--- src/rtl/menu_pkg.sv ---
// Shared definitions for the menu controller: state codes, button
// indices and the board-level default timing constants.
package menu_pkg;

   typedef enum logic [1:0] {
      ST_BROWSE  = 2'd0,
      ST_CONFIRM = 2'd1,
      ST_SERVE   = 2'd2,
      ST_RSVD    = 2'd3
   } menu_state_e;

   localparam int BTN_NEXT = 0;
   localparam int BTN_PREV = 1;
   localparam int BTN_SEL  = 2;
   localparam int BTN_CLC  = 3;
   localparam int N_BTN    = 4;

   localparam logic [15:0] DEF_DB_CYC      = 16'd50000;
   localparam logic [23:0] DEF_SERVE_CYC   = 24'd8000000;
   localparam logic [27:0] DEF_TIMEOUT_CYC = 28'd160000000;

endpackage

--- src/rtl/btn_cond.sv ---
// Push-button conditioner: 2-FF synchroniser, stability-count debounce
// and a registered one-cycle pulse on the debounced 0->1 transition.
module btn_cond
   import menu_pkg::*;
#(
   parameter logic [15:0] DB_CYC = DEF_DB_CYC
) (
   input  logic clk,
   input  logic reset,
   input  logic pin,
   output logic rise
);

   logic        sync1, sync2;
   logic        lvl, lvl_q;
   logic [15:0] cnt;

   // bring the raw pin into the clock domain
   always_ff @(posedge clk or negedge reset) begin
      if (!reset) begin
         sync1 <= 1'b0;
         sync2 <= 1'b0;
      end else begin
         sync1 <= pin;
         sync2 <= sync1;
      end
   end

   // accept a new level only after DB_CYC consecutive disagreeing samples
   always_ff @(posedge clk or negedge reset) begin
      if (!reset) begin
         cnt <= '0;
         lvl <= 1'b0;
      end else if (sync2 == lvl) begin
         cnt <= '0;
      end else if (cnt == DB_CYC - 16'd1) begin
         lvl <= sync2;
         cnt <= '0;
      end else begin
         cnt <= cnt + 16'd1;
      end
   end

   // press pulse only; a release never produces an event
   always_ff @(posedge clk or negedge reset) begin
      if (!reset) begin
         lvl_q <= 1'b0;
         rise  <= 1'b0;
      end else begin
         lvl_q <= lvl;
         rise  <= lvl & ~lvl_q;
      end
   end

endmodule

--- src/rtl/menu_fsm_param.sv ---
// Menu-selection controller: N_OPT-way one-hot cursor, confirm/serve
// order handshake, four conditioned buttons.
// Optional macro MENU_TIMEOUT_EN adds a CONFIRM inactivity timeout.
module menu_fsm_param
   import menu_pkg::*;
#(
   parameter int          N_OPT       = 4,
   parameter bit          WRAP        = 1'b1,
   parameter logic [15:0] DB_CYC      = DEF_DB_CYC,
   parameter logic [23:0] SERVE_CYC   = DEF_SERVE_CYC,
   parameter logic [27:0] TIMEOUT_CYC = DEF_TIMEOUT_CYC
) (
   input  logic                     clk,
   input  logic                     reset,
   input  logic                     btn_next,
   input  logic                     btn_prev,
   input  logic                     btn_sel,
   input  logic                     btn_clc,
   output logic [N_OPT-1:0]         op,
   output logic                     order_valid,
   output logic [$clog2(N_OPT)-1:0] order_idx,
   output logic                     busy,
   output logic [1:0]               state_o
);

   localparam int CW = $clog2(N_OPT);

   logic [N_BTN-1:0] pins, ev;
   menu_state_e      state;
   logic [CW-1:0]    cur, cur_inc, cur_dec;
   logic [23:0]      serve_cnt;

   function automatic logic [N_OPT-1:0] onehot(input logic [CW-1:0] c);
      onehot    = '0;
      onehot[c] = 1'b1;
   endfunction

   assign pins = {btn_clc, btn_sel, btn_prev, btn_next};

   btn_cond #(.DB_CYC(DB_CYC)) u_btn [N_BTN-1:0] (
      .clk   (clk),
      .reset (reset),
      .pin   (pins),
      .rise  (ev)
   );

   // explicit end compares so a non-power-of-2 option count wraps correctly
   assign cur_inc = (cur == CW'(N_OPT-1)) ? (WRAP ? '0 : cur) : cur + CW'(1);
   assign cur_dec = (cur == '0) ? (WRAP ? CW'(N_OPT-1) : cur) : cur - CW'(1);

   assign state_o = state;

`ifdef MENU_TIMEOUT_EN
   logic [27:0] tmo_cnt;
`else
   // the timeout length has no effect without the timeout feature
   logic unused_tmo;
   assign unused_tmo = ^TIMEOUT_CYC;
`endif

   // menu FSM; only the highest-priority edge (clc > sel > next > prev) acts
   always_ff @(posedge clk or negedge reset) begin
      if (!reset) begin
         state       <= ST_BROWSE;
         cur         <= '0;
         op          <= onehot('0);
         order_valid <= 1'b0;
         order_idx   <= '0;
         busy        <= 1'b0;
         serve_cnt   <= '0;
`ifdef MENU_TIMEOUT_EN
         tmo_cnt     <= '0;
`endif
      end else begin
         order_valid <= 1'b0;
         case (state)
            ST_BROWSE: begin
               if (ev[BTN_CLC]) begin
                  cur <= '0;
                  op  <= onehot('0);
               end else if (ev[BTN_SEL]) begin
                  state <= ST_CONFIRM;
`ifdef MENU_TIMEOUT_EN
                  tmo_cnt <= '0;
`endif
               end else if (ev[BTN_NEXT]) begin
                  cur <= cur_inc;
                  op  <= onehot(cur_inc);
               end else if (ev[BTN_PREV]) begin
                  cur <= cur_dec;
                  op  <= onehot(cur_dec);
               end
            end
            ST_CONFIRM: begin
               if (ev[BTN_CLC]) begin
                  state <= ST_BROWSE;
               end else if (ev[BTN_SEL]) begin
                  state       <= ST_SERVE;
                  order_valid <= 1'b1;
                  order_idx   <= cur;
                  busy        <= 1'b1;
                  serve_cnt   <= '0;
               end
`ifdef MENU_TIMEOUT_EN
               // any button activity restarts the idle count
               else if (|ev) tmo_cnt <= '0;
               else if (tmo_cnt == TIMEOUT_CYC - 28'd1) state <= ST_BROWSE;
               else tmo_cnt <= tmo_cnt + 28'd1;
`endif
            end
            ST_SERVE: begin
               if (serve_cnt == SERVE_CYC - 24'd1) begin
                  state <= ST_BROWSE;
                  cur   <= '0;
                  op    <= onehot('0);
                  busy  <= 1'b0;
               end else begin
                  serve_cnt <= serve_cnt + 24'd1;
               end
            end
            default: begin
               state <= ST_BROWSE;
               cur   <= '0;
               op    <= onehot('0);
               busy  <= 1'b0;
            end
         endcase
      end
   end

endmodule

--- config.mk ---
export PLATFORM = sky130hd
export DESIGN_NAME = menu_fsm_param
export DESIGN_NICKNAME = d
export VERILOG_FILES = /design/src/rtl/menu_pkg.sv /design/src/rtl/btn_cond.sv /design/src/rtl/menu_fsm_param.sv
export SDC_FILE = /design/constraint.sdc
export NUM_CORES = 1
export LEC_CHECK = 0
export ABC_AREA = 1
export BUFFER_PORTS_ARGS = -buffer_cell sky130_fd_sc_hd__buf_2
export CELL_PAD_IN_SITES_DETAIL_PLACEMENT = 1
export CELL_PAD_IN_SITES_GLOBAL_PLACEMENT = 1
export CORE_MARGIN = 2
export CORE_UTILIZATION = 43
export DETAILED_ROUTE_END_ITERATION = 10
export PLACE_DENSITY_LB_ADDON = 0.3
export SETUP_SLACK_MARGIN = 0.2
export SLEW_MARGIN = 40
export SYNTH_ARGS = -nofsm -noshare
export SYNTH_HDL_FRONTEND = slang
export SYNTH_HIERARCHICAL = 1
export SYNTH_SLANG_ARGS = --single-unit
--- constraint.sdc ---
create_clock -name clk -period 1.5 [get_ports clk]
set_clock_uncertainty 0.05 [all_clocks]
set_input_delay 0.075 -clock clk [delete_from_list [all_inputs] [get_ports clk]]
set_output_delay 0.075 -clock clk [all_outputs]
set_load 0.005 [all_outputs]
==> impl_results.md, run 1 <==
- Int Power: 0.00627 W
- Max-slew violations: 0
- Net switching power: 0.00189 W
- Routability-driven placement congestion ratio: between 0.8 and 0.9
- First-pass GRT wire length: between 30 and 40 mm
- Crit path DAT: around 2 ns
- Failing checks: negative setup slack
- Post-synth top area share: around 46%
- Die span in y: about 130 um
- Synth cell types: 35
- CP Capture Type: flop
- Drt first pass iters: 5
- Rel. slew slack: roughly three quarters
- Worst skew pair latency: 0.43 ns
- Sw Share: ~23%
- Fin util: 62.1%
- CTS tree: done
- Via-to-Cell Ratio: 5.42
- I/O Buffers: 15
- Yosys warning total: 6
- Cell Rows: 45
- HPWL Detailed: approximately 12 mm
- Core area: ~15000 um^2
- CP Launch Type: flop
- Max Buffers Root-to-Sink: 2
- Logic pwr share: ~5%
- Antenna diodes: 0
- ANT nets after route: 0
- Total clock buffers created by CTS: 17
- Die X: 127 um
- Unrepaired setup endpoints after global routing: true
- CTS clk-pin slew, worst paths: approximately 0.070 ns
- Antenna violations before repair: 0
- Commonest non-fill, non-tap cell in the layout: nand2_1
- IO Count: 16
- Fillers: ~1700
- Max Cap Viol: 0
- GRT Total Usage: 25.1%
- Post-synth top area cell: dfrtp_1
- Post-synth EDFFs: 0
- Final hold violation count: 0
- Vias in the first global route: 6517
- Syn_area_per_cell: around 8 um^2
- Post-synth top flop: dfrtp_1
- Worst setup path class: flop to flop
- Area added between synthesis and finish: 42.7%
- Die area: 16200 um^2
- Worst min-delay path category: input port to asynchronous set/reset pin
- Period Utilization, post-route: 115%
- Finished Layout Cells: roughly 1100
- Hold slack: 0.0488 ns
- PwrDens: about 870 nW/um^2
- Crit path max fanout: 6
- Syn_nets: roughly 800
- WL final: 22.6 mm
- Worst-Margin Slew: about 0.35 ns
- DR iter-0 viols: about 330
- Sequential share of power: 40.8%
- Post-synthesis sequential area ratio: between 40 and 50%
- CTS Root Cell: clkbuf_16
- Flops & latches, synth: 120
- Max Fclk: 581 MHz
- Post-Syn Area: around 6500 um^2
- Post-synth ARST share: 100%
- Sink Count: 120
- Remaining DRCs: 0
- Total Power: about 0.008 W
- Tmin final: 1.72 ns
- Initial Utilization: between 40% and 50%
- Fin worst setup slack: -0.221 ns
- VDD IR max: a little over 900 uV
- Inst Count DP: ~1000
- Setup violations, final: 46
- Largest net degree at the start of global routing: 37
- CTS H-tree depth: 4
- Layout cells sized above 1: 40.3%
- Synth area leaders: dfrtp_1 46%, nor2_1 9.1%, nand2_1 8.5%, nand3_1 5.7%, inv_1 5.3%
- Routed len/inst: around 20 um
- Outcome: finished, violations left
- P_leak: about 4.3 nW
- WP data required: about 1.8 ns
- Clock group share of total power: a little over half
- Most frequent cells in the layout: 127 x nand2_1, 108 x dfrtp_1, 99 x nor2_1, 85 x inv_1, 67 x buf_4
- Grt ovf: 0
- Mapped Cells: about 800
- # nets final: ~940
- DR vias: slightly above 6000
## worst max-delay path, stage by stage (launching register included)
cell and delay [ns]:
dfrtp_1 0.36, ha_2 0.22, nand2_2 0.09, nor2_4 0.14
nand2_4 0.09, inv_4 0.08, nand3_4 0.12, nand2_8 0.17
buf_12 0.13, nand2_8 0.06, o21ai_2 0.14
## per-stage QoR
step / TNS [ns] / worst slack, ns / instance area [um^2]
finish: -5.49 / -0.221 / 9330
floorplan: -0.0678 / -0.0239 / 6550
CTS: -2.59 / -0.138 / 8580
detailed placement: -4.69 / -0.197 / 7230
global placement: -1.00 / -0.0732 / 7230
global route: -8.23 / -0.296 / 9330
## metal layers
metal / vias up / share of wire [%] / routed length, um / track usage, %
li1: 2782 / - / - / -
met3: 64 / 2.6 / 597 / 6.03
met1: 3137 / 38 / 8710 / 28.3
met5: - / 0 / 0 / 0
met4: 0 / 2.8 / 639 / 9.31
met2: 128 / 56 / 12700 / 45.8
## cells by family after synthesis
group	count (synthesis)	synth area share, %
buf+inv	103	6.43
flops	120	45.9
xor+xnor	52	6.96
fa+ha+maj	12	2.30
simple gates	457	32.7
mux	1	0.153
compound gates	54	5.55
## power groups by stage
stage                     sequential (W)  combinational (W)  clock [W]
after floorplan                  0.00336          0.0000834          0
after global placement           0.00337           0.000199          0
after detailed placement         0.00337           0.000212          0
after CTS                        0.00332           0.000298    0.00444
after global routing             0.00333           0.000445    0.00462
final                            0.00333           0.000410    0.00442
## sequential cells by signal, summed over array words and instances, names as in the netlist, 4 cells and up
| name | cells |
|---|---|
| u_btn/cnt | 64 |
| u_btn/sync2 | 4 |
| u_btn/rise | 4 |
| u_btn/lvl_q | 4 |
| u_btn/sync1 | 4 |
| u_btn/lvl | 4 |
| serve_cnt | 24 |
| op | 4 |
## synth_stat cells (5+ instances only)
library cell,number
nand4_1,10
xnor2_1,13
nor2_1,159
xor2_1,39
nand2_2,30
nor2_2,7
a31oi_1,8
a21oi_1,9
nand2_1,148
ha_1,12
inv_1,93
o21ai_2,12
nand3_1,75
o21ai_0,14
dfrtp_1,119
nor2_4,5
## final timing paths
kind,startpoint,end,cells after the start,slack (ns)
worst min-delay path,reset,u_btn[0]/rise,2,0.05
worst max-delay path,serve_cnt[1],cur[1],10,-0.22
worst max register to register,serve_cnt[1],cur[1],10,-0.22
max in group asynchronous,reset,u_btn[2]/cnt[7],3,0.73
min in group clk,btn_sel,u_btn[2]/sync1,2,0.24
worst min register to register,u_btn[0]/sync1,u_btn[0]/sync2,0,0.30
## timing repair
item / in CTS / in global routing
buffers inserted: 21 / 20
pin swaps: 40 / 60
gates cloned: 2 / 0
hold buffers: 5 / 0
endpoints found under the setup margin: 89 / 100
resized for setup: 122 / 147
hold endpoints to repair: 124 / 0
## final cells by class
cell class	count	area (um^2)	area share (%)
Tap cell	188	235	2.52
Clock inverter	12	175	1.88
Inverter	95	372	3.98
Timing Repair Buffer	114	1010	10.8
Multi-Input combinational cell	578	4070	43.7
Sequential cell	120	3020	32.3
Clock buffer	20	447	4.79
Note: power is estimated with default switching activity, not from simulation.
==> run 2, diff against run 1 <==
==> constraint.sdc (replaced) <==
create_clock -name clk -period 1.5 [get_ports clk]
set_clock_uncertainty 0.05 [all_clocks]
set_input_delay 0.3 -clock clk [delete_from_list [all_inputs] [get_ports clk]]
set_output_delay 0.3 -clock clk [all_outputs]
set_load 0.005 [all_outputs]
==> run 2 against run 1 <==
The flow still finishes with violations (negative setup slack). Total power fell by 0.94%. Fmax grew 1.6%. Combinational power shrank 2%. Final cell count rose by 0.71%. Sequential share of layout area increased by 0.41 points. Die area unchanged. Setup slack better by 0.027 ns. Utilization decreased by 0.75 points. Critical path type unchanged. Critical endpoint is now serve_cnt[12]. Highest routed layer unchanged.
==> impl_results.md, run 2 (synthesis gave the netlist of run 1 again) <==
- Outcome: finished, violations left
- Failing checks: negative setup slack
- Worst setup path class: flop to flop
- I/O Buffers: 15
- Grt ovf: 0
- CTS clk-pin slew, worst paths: approximately 0.06 ns
- CTS tree: done
- Max-slew violations: 0
- WP data required: between 1.5 and 2 ns
- Worst skew pair latency: between 0.4 and 0.5 ns
- DR vias: between 6000 and 7000
- Final hold violation count: 0
- Max Buffers Root-to-Sink: 2
- Max Fclk: around 600 MHz
- Die span in y: 127 um
- First-pass GRT wire length: between 30 and 40 mm
- IO Count: 16
- CTS Root Cell: clkbuf_16
- Commonest non-fill, non-tap cell in the layout: nand2_1
- Fin worst setup slack: -0.195 ns
- Die area: 16200 um^2
- Crit path DAT: slightly above 2 ns
- Routed len/inst: roughly 20 um
- Initial Utilization: between 40% and 50%
- Core area: roughly 15000 um^2
- Die X: approximately 130 um
- Remaining DRCs: 0
- Tmin final: 1.69 ns
- Register area: around 3000 um^2
- GRT Total Usage: between 20% and 30%
- Fillers: roughly 1700
- P_leak: ~4.2 nW
- Area after DPL: roughly 7200 um^2
- Antenna violations before repair: 0
- Via-to-Cell Ratio: ~5.5
- Period Utilization, post-route: 113%
- Largest regs: u_btn/cnt: 64 flops, serve_cnt: 24 flops
- Multi-input logic area: 3970 um^2
- Unrepaired setup endpoints after global routing: true
- Most frequent cells in the layout: 137 x nand2_1, 107 x dfrtp_1, 96 x nor2_1, 84 x buf_4, 83 x inv_1
- Cell Rows: 45
- ANT nets after route: 0
- Worst-Margin Slew: between 0.5 and 0.6 ns
- Max FFs per register: 64
- Largest net degree at the start of global routing: 36
- Vias in the first global route: between 6000 and 7000
- Worst min-delay path category: input port to asynchronous set/reset pin
- CP Capture Type: flop
- Rel. slew slack: between 60% and 70%
- Setup violations, final: 42
- Top reg by flops: u_btn/cnt
- Final Cell Area: 9220 um^2
- CTS H-tree depth: 4
- Worst slack, placed: -0.182 ns
- DR iter-0 viols: 425
- Antenna diodes: 0
- HPWL Detailed: around 12 mm
- Total clock buffers created by CTS: 17
- Crit path max fanout: 6
- Drt first pass iters: 5
- Sink Count: 120
- Area added between synthesis and finish: 41.0%
- CP Launch Type: flop
- WL final: about 23 mm
- PwrDens: 877 nW/um^2
- Max Cap Viol: 0
- Routability-driven placement congestion ratio: 0.843
- VDD IR max: between 800 and 900 uV
- # nets final: between 900 and 1000
- Layout cells sized above 1: 39.4%
run 2: cell count changes in the layout (fill, tap and decap cells not counted), sizes merged:
cell      delta
bufinv       -1
clkinvlp     +2
buf          +9
nand2        -1
clkbuf       -1
run 2: per-stage QoR:
step | hold WS, ns | util [%] | instances | TNS [ns] | power, W
after global placement | 0.102 | 48.2 | 1051 | -1.74 | 0.00356
after detailed placement | 0.101 | 48.2 | 1051 | -3.81 | 0.00358
after global routing | 0.199 | 61.3 | 1135 | -7.37 | 0.00829
final | 0.200 | 61.3 | 1135 | -3.93 | 0.00808
after CTS | 0.188 | 56.8 | 1111 | -3.24 | 0.00799
after floorplan | -0.0456 | - | 799 | -0.0678 | 0.00345
run 2: where the power goes:
| group | total, W | internal (W) | switching, W |
|---|---|---|---|
| Clock | 0.00435 | 0.00267 | 0.00168 |
| Combinational | 0.000401 | 0.000166 | 0.000234 |
| Sequential | 0.00333 | 0.00328 | 0.0000536 |
run 2: final timing paths:
path	end	depth (start not counted)	from	slack, ns
min reg2reg	u_btn[3]/sync2	0	u_btn[3]/sync1	0.31
max in group asynchronous	u_btn[1]/cnt[7]	3	reset	0.54
min in group clk	u_btn[3]/sync2	0	u_btn[3]/sync1	0.31
max reg2reg	serve_cnt[12]	7	state_o[1]	-0.19
max	serve_cnt[12]	7	state_o[1]	-0.19
min	u_btn[3]/cnt[12]	2	reset	0.20
run 2: what timing repair did:
item                       4_1_cts  5_1_grt
setup endpoints to repair       96      107
hold endpoints to repair        99        0
buffers inserted                22       24
hold buffers                     5        0
gates cloned                     1        0
resized for setup              119      126
pin swaps                       40       35
run 2: metal layers:
metal  routed length (um)  up-vias  global-route usage, %
met3                  760       68                   4.82
met1                 9310     3200                   29.8
met5                    0        -                      0
li1                     -     2789                      -
met4                  777        0                   13.2
met2                12500      186                   47.1
run 2: cell type report:
| cell class | instances | share of cell area, % |
|---|---|---|
| tap | 188 | 2.55 |
| sequential | 120 | 32.7 |
| multi-input combinational | 577 | 43.1 |
| timing repair buffer | 123 | 10.9 |
| inverter | 95 | 4.04 |
| clock buffer | 19 | 4.80 |
| clock inverter | 13 | 1.86 |
run 2: worst max-delay path, stage by stage (launching register included):
cell and delay [ns]:
dfrtp_1 0.38, inv_1 0.09, nor2_2 0.39, buf_4 0.26, inv_1 0.13, nor2_1 0.17, nand2_1 0.09, nand2_1 0.07
==> run 3, diff against run 2 <==
--- a/config.mk
+++ b/config.mk
@@ -13,6 +13,7 @@
 export CORE_UTILIZATION = 43
 export DETAILED_ROUTE_END_ITERATION = 10
 export PLACE_DENSITY_LB_ADDON = 0.3
+export RECOVER_POWER = 25
 export SETUP_SLACK_MARGIN = 0.2
 export SLEW_MARGIN = 40
 export SYNTH_ARGS = -nofsm -noshare
==> run 3 against run 2 <==
The flow still finishes with violations (negative setup slack). Wire length grew 0.28%. Fmax grew 0.47%. Die area is the same. Design area shrank 0.18%. Flip-flop and latch count is the same. Via count shrank 0.29%. Global-route usage is the same. Total power is essentially flat. Worst hold slack gained 0.11 ns. Sequential power is essentially flat. First-iteration DRC count grew 2.1%. Combinational power shrank 1%.
==> impl_results.md, run 3 (synthesis gave the netlist of run 1 again) <==
- Top reg by flops: u_btn/cnt
- Max-slew violations: 0
- Largest net degree at the start of global routing: 36
- Final Cell Area: around 9200 um^2
- Worst min-delay path category: flop to flop
- Routability-driven placement congestion ratio: 0.843
- Met3 GRT Util: under 10%
- Antenna diodes: 0
- Layout cells sized above 1: roughly two fifths
- WP data required: roughly 1.8 ns
- CP Launch Type: flop
- Routed len/inst: 20.6 um
- Slowest stage delay, CP: just under 0.4 ns
- # nets final: roughly 950
- P_leak: ~4.2 nW
- CTS H-tree depth: 4
- WL final: 23.4 mm
- I/O Buffers: 15
- PwrDens: slightly below 900 nW/um^2
- Failing checks: negative setup slack
- Fin worst setup slack: -0.187 ns
- Initial Utilization: between 40 and 50%
- GRT met1 Usage: 29.8%
- Vias in the first global route: around 6600
- Sink Count: 120
- M2 GR Usage: ~47%
- Most frequent cells in the layout: 137 x nand2_1, 107 x dfrtp_1, 96 x nor2_1, 84 x buf_4, 83 x inv_1
- Cells on worst reg2reg path: 7
- Outcome: finished, violations left
- Worst skew pair latency: around 0.43 ns
- Die area: around 16000 um^2
- Remaining DRCs: 0
- DR vias: around 6200
- ANT nets after route: 0
- CTS tree: done
- Rel. slew slack: between 50% and 60%
- Die X: ~130 um
- Worst-path cell chain: inv_1 -> nor2_2 -> buf_4 -> inv_1 -> nor2_1 -> nand2_1 -> nand2_1
- VDD IR max: 839 uV
- Setup violations, final: 42
- Max Buffers Root-to-Sink: 2
- GRT Total Usage: between 20% and 30%
- CTS clk-pin slew, worst paths: 0.06 ns
- DR iter-0 viols: approximately 430
- Drt first pass iters: 5
- Unrepaired setup endpoints after global routing: true
- Max FFs per register: 64
- Hold Path Depth: 0
- Slowest library cell on the worst path: nor2_2
- Max Fclk: ~600 MHz
- Top Usage Layer GRT: met2
- First-pass GRT wire length: 33.2 mm
- Worst-Margin Slew: around 0.68 ns
- Die span in y: around 130 um
- Commonest non-fill, non-tap cell in the layout: nand2_1
- IO Count: 16
- CTS Root Cell: clkbuf_16
- Area added between synthesis and finish: 40.7%
- Antenna violations before repair: 0
- Via-to-Cell Ratio: between 5 and 6
- Period Utilization, post-route: 112%
- Largest regs: u_btn/cnt: 64 flops, serve_cnt: 24 flops
- CP Capture Type: flop
- Area after DPL: slightly above 7000 um^2
- Setup TNS: -3.90 ns
- Max Cap Viol: 0
- Cell Rows: 45
- Final hold violation count: 0
- Grt ovf: 0
- Tmin final: roughly 1.7 ns
- Crit path DAT: between 2 and 2.5 ns
- Core area: between 15000 and 20000 um^2
- Total clock buffers created by CTS: 17
- Worst setup path class: flop to flop
- Crit path max fanout: 6
- HPWL Detailed: ~12 mm
[run 3: cell count changes in the layout (fill, tap and decap cells not counted), sizes merged]
| cell | before | now |
|---|---|---|
| buf | 118 | 117 |
| clkbuf | 19 | 20 |
[run 3: cell type report]
type,count,area (um^2)
Fill cell,1695,5830
Multi-Input combinational cell,577,3970
Sequential cell,120,3020
Timing Repair Buffer,123,990
Clock buffer,19,443
Inverter,95,373
Tap cell,188,235
Clock inverter,13,171
[run 3: layer usage]
| metal | vias to the layer above | routed length (um) |
|---|---|---|
| li1 | 2797 | - |
| met5 | - | 0 |
| met3 | 68 | 710 |
| met2 | 164 | 12600 |
| met1 | 3196 | 9360 |
| met4 | 0 | 774 |
[run 3: what timing repair did]
action,in CTS,in global routing
setup endpoints to repair,96,107
resized for setup,119,126
pin swaps,40,35
setup buffers,22,24
hold endpoints to repair,99,0
hold buffers,5,0
gates cloned,1,0
[run 3: critical path, delay by kind of cell, from the launching register on]
family | cells | cell delay (ns)
buffers and inverters | 3 | 0.48
DFF | 1 | 0.38
and+or+nand+nor | 4 | 0.72
[run 3: final timing paths]
check | start | to | slack [ns]
worst max register to register | state_o[1] | serve_cnt[12] | -0.19
min in group asynchronous | reset | u_btn[3]/cnt[12] | 0.37
max in group asynchronous | reset | u_btn[3]/cnt[7] | 0.06
worst min register to register | u_btn[2]/sync1 | u_btn[2]/sync2 | 0.31
worst min-delay path | u_btn[2]/sync1 | u_btn[2]/sync2 | 0.31
worst max-delay path | state_o[1] | serve_cnt[12] | -0.19
[run 3: stage by stage]
stage / setup WS (ns) / hold slack (ns) / std cells / power (W) / utilization, %
final: -0.187 / 0.312 / 1135 / 0.00808 / 61.2
after global routing: -0.302 / 0.323 / 1135 / 0.00829 / 61.2
after CTS: -0.151 / 0.188 / 1111 / 0.00799 / 56.8
after detailed placement: -0.182 / 0.101 / 1051 / 0.00358 / 48.2
after global placement: -0.103 / 0.102 / 1051 / 0.00356 / 48.2
after floorplan: -0.0239 / -0.0456 / 799 / 0.00345 / -
[run 3: report_power, final]
| group | internal, W | total (W) | switching [W] | leakage [nW] |
|---|---|---|---|---|
| Combinational | 0.000161 | 0.000396 | 0.000235 | 2.31 |
| Sequential | 0.00328 | 0.00333 | 0.0000536 | 1.63 |
| Clock | 0.00267 | 0.00436 | 0.00168 | 0.294 |
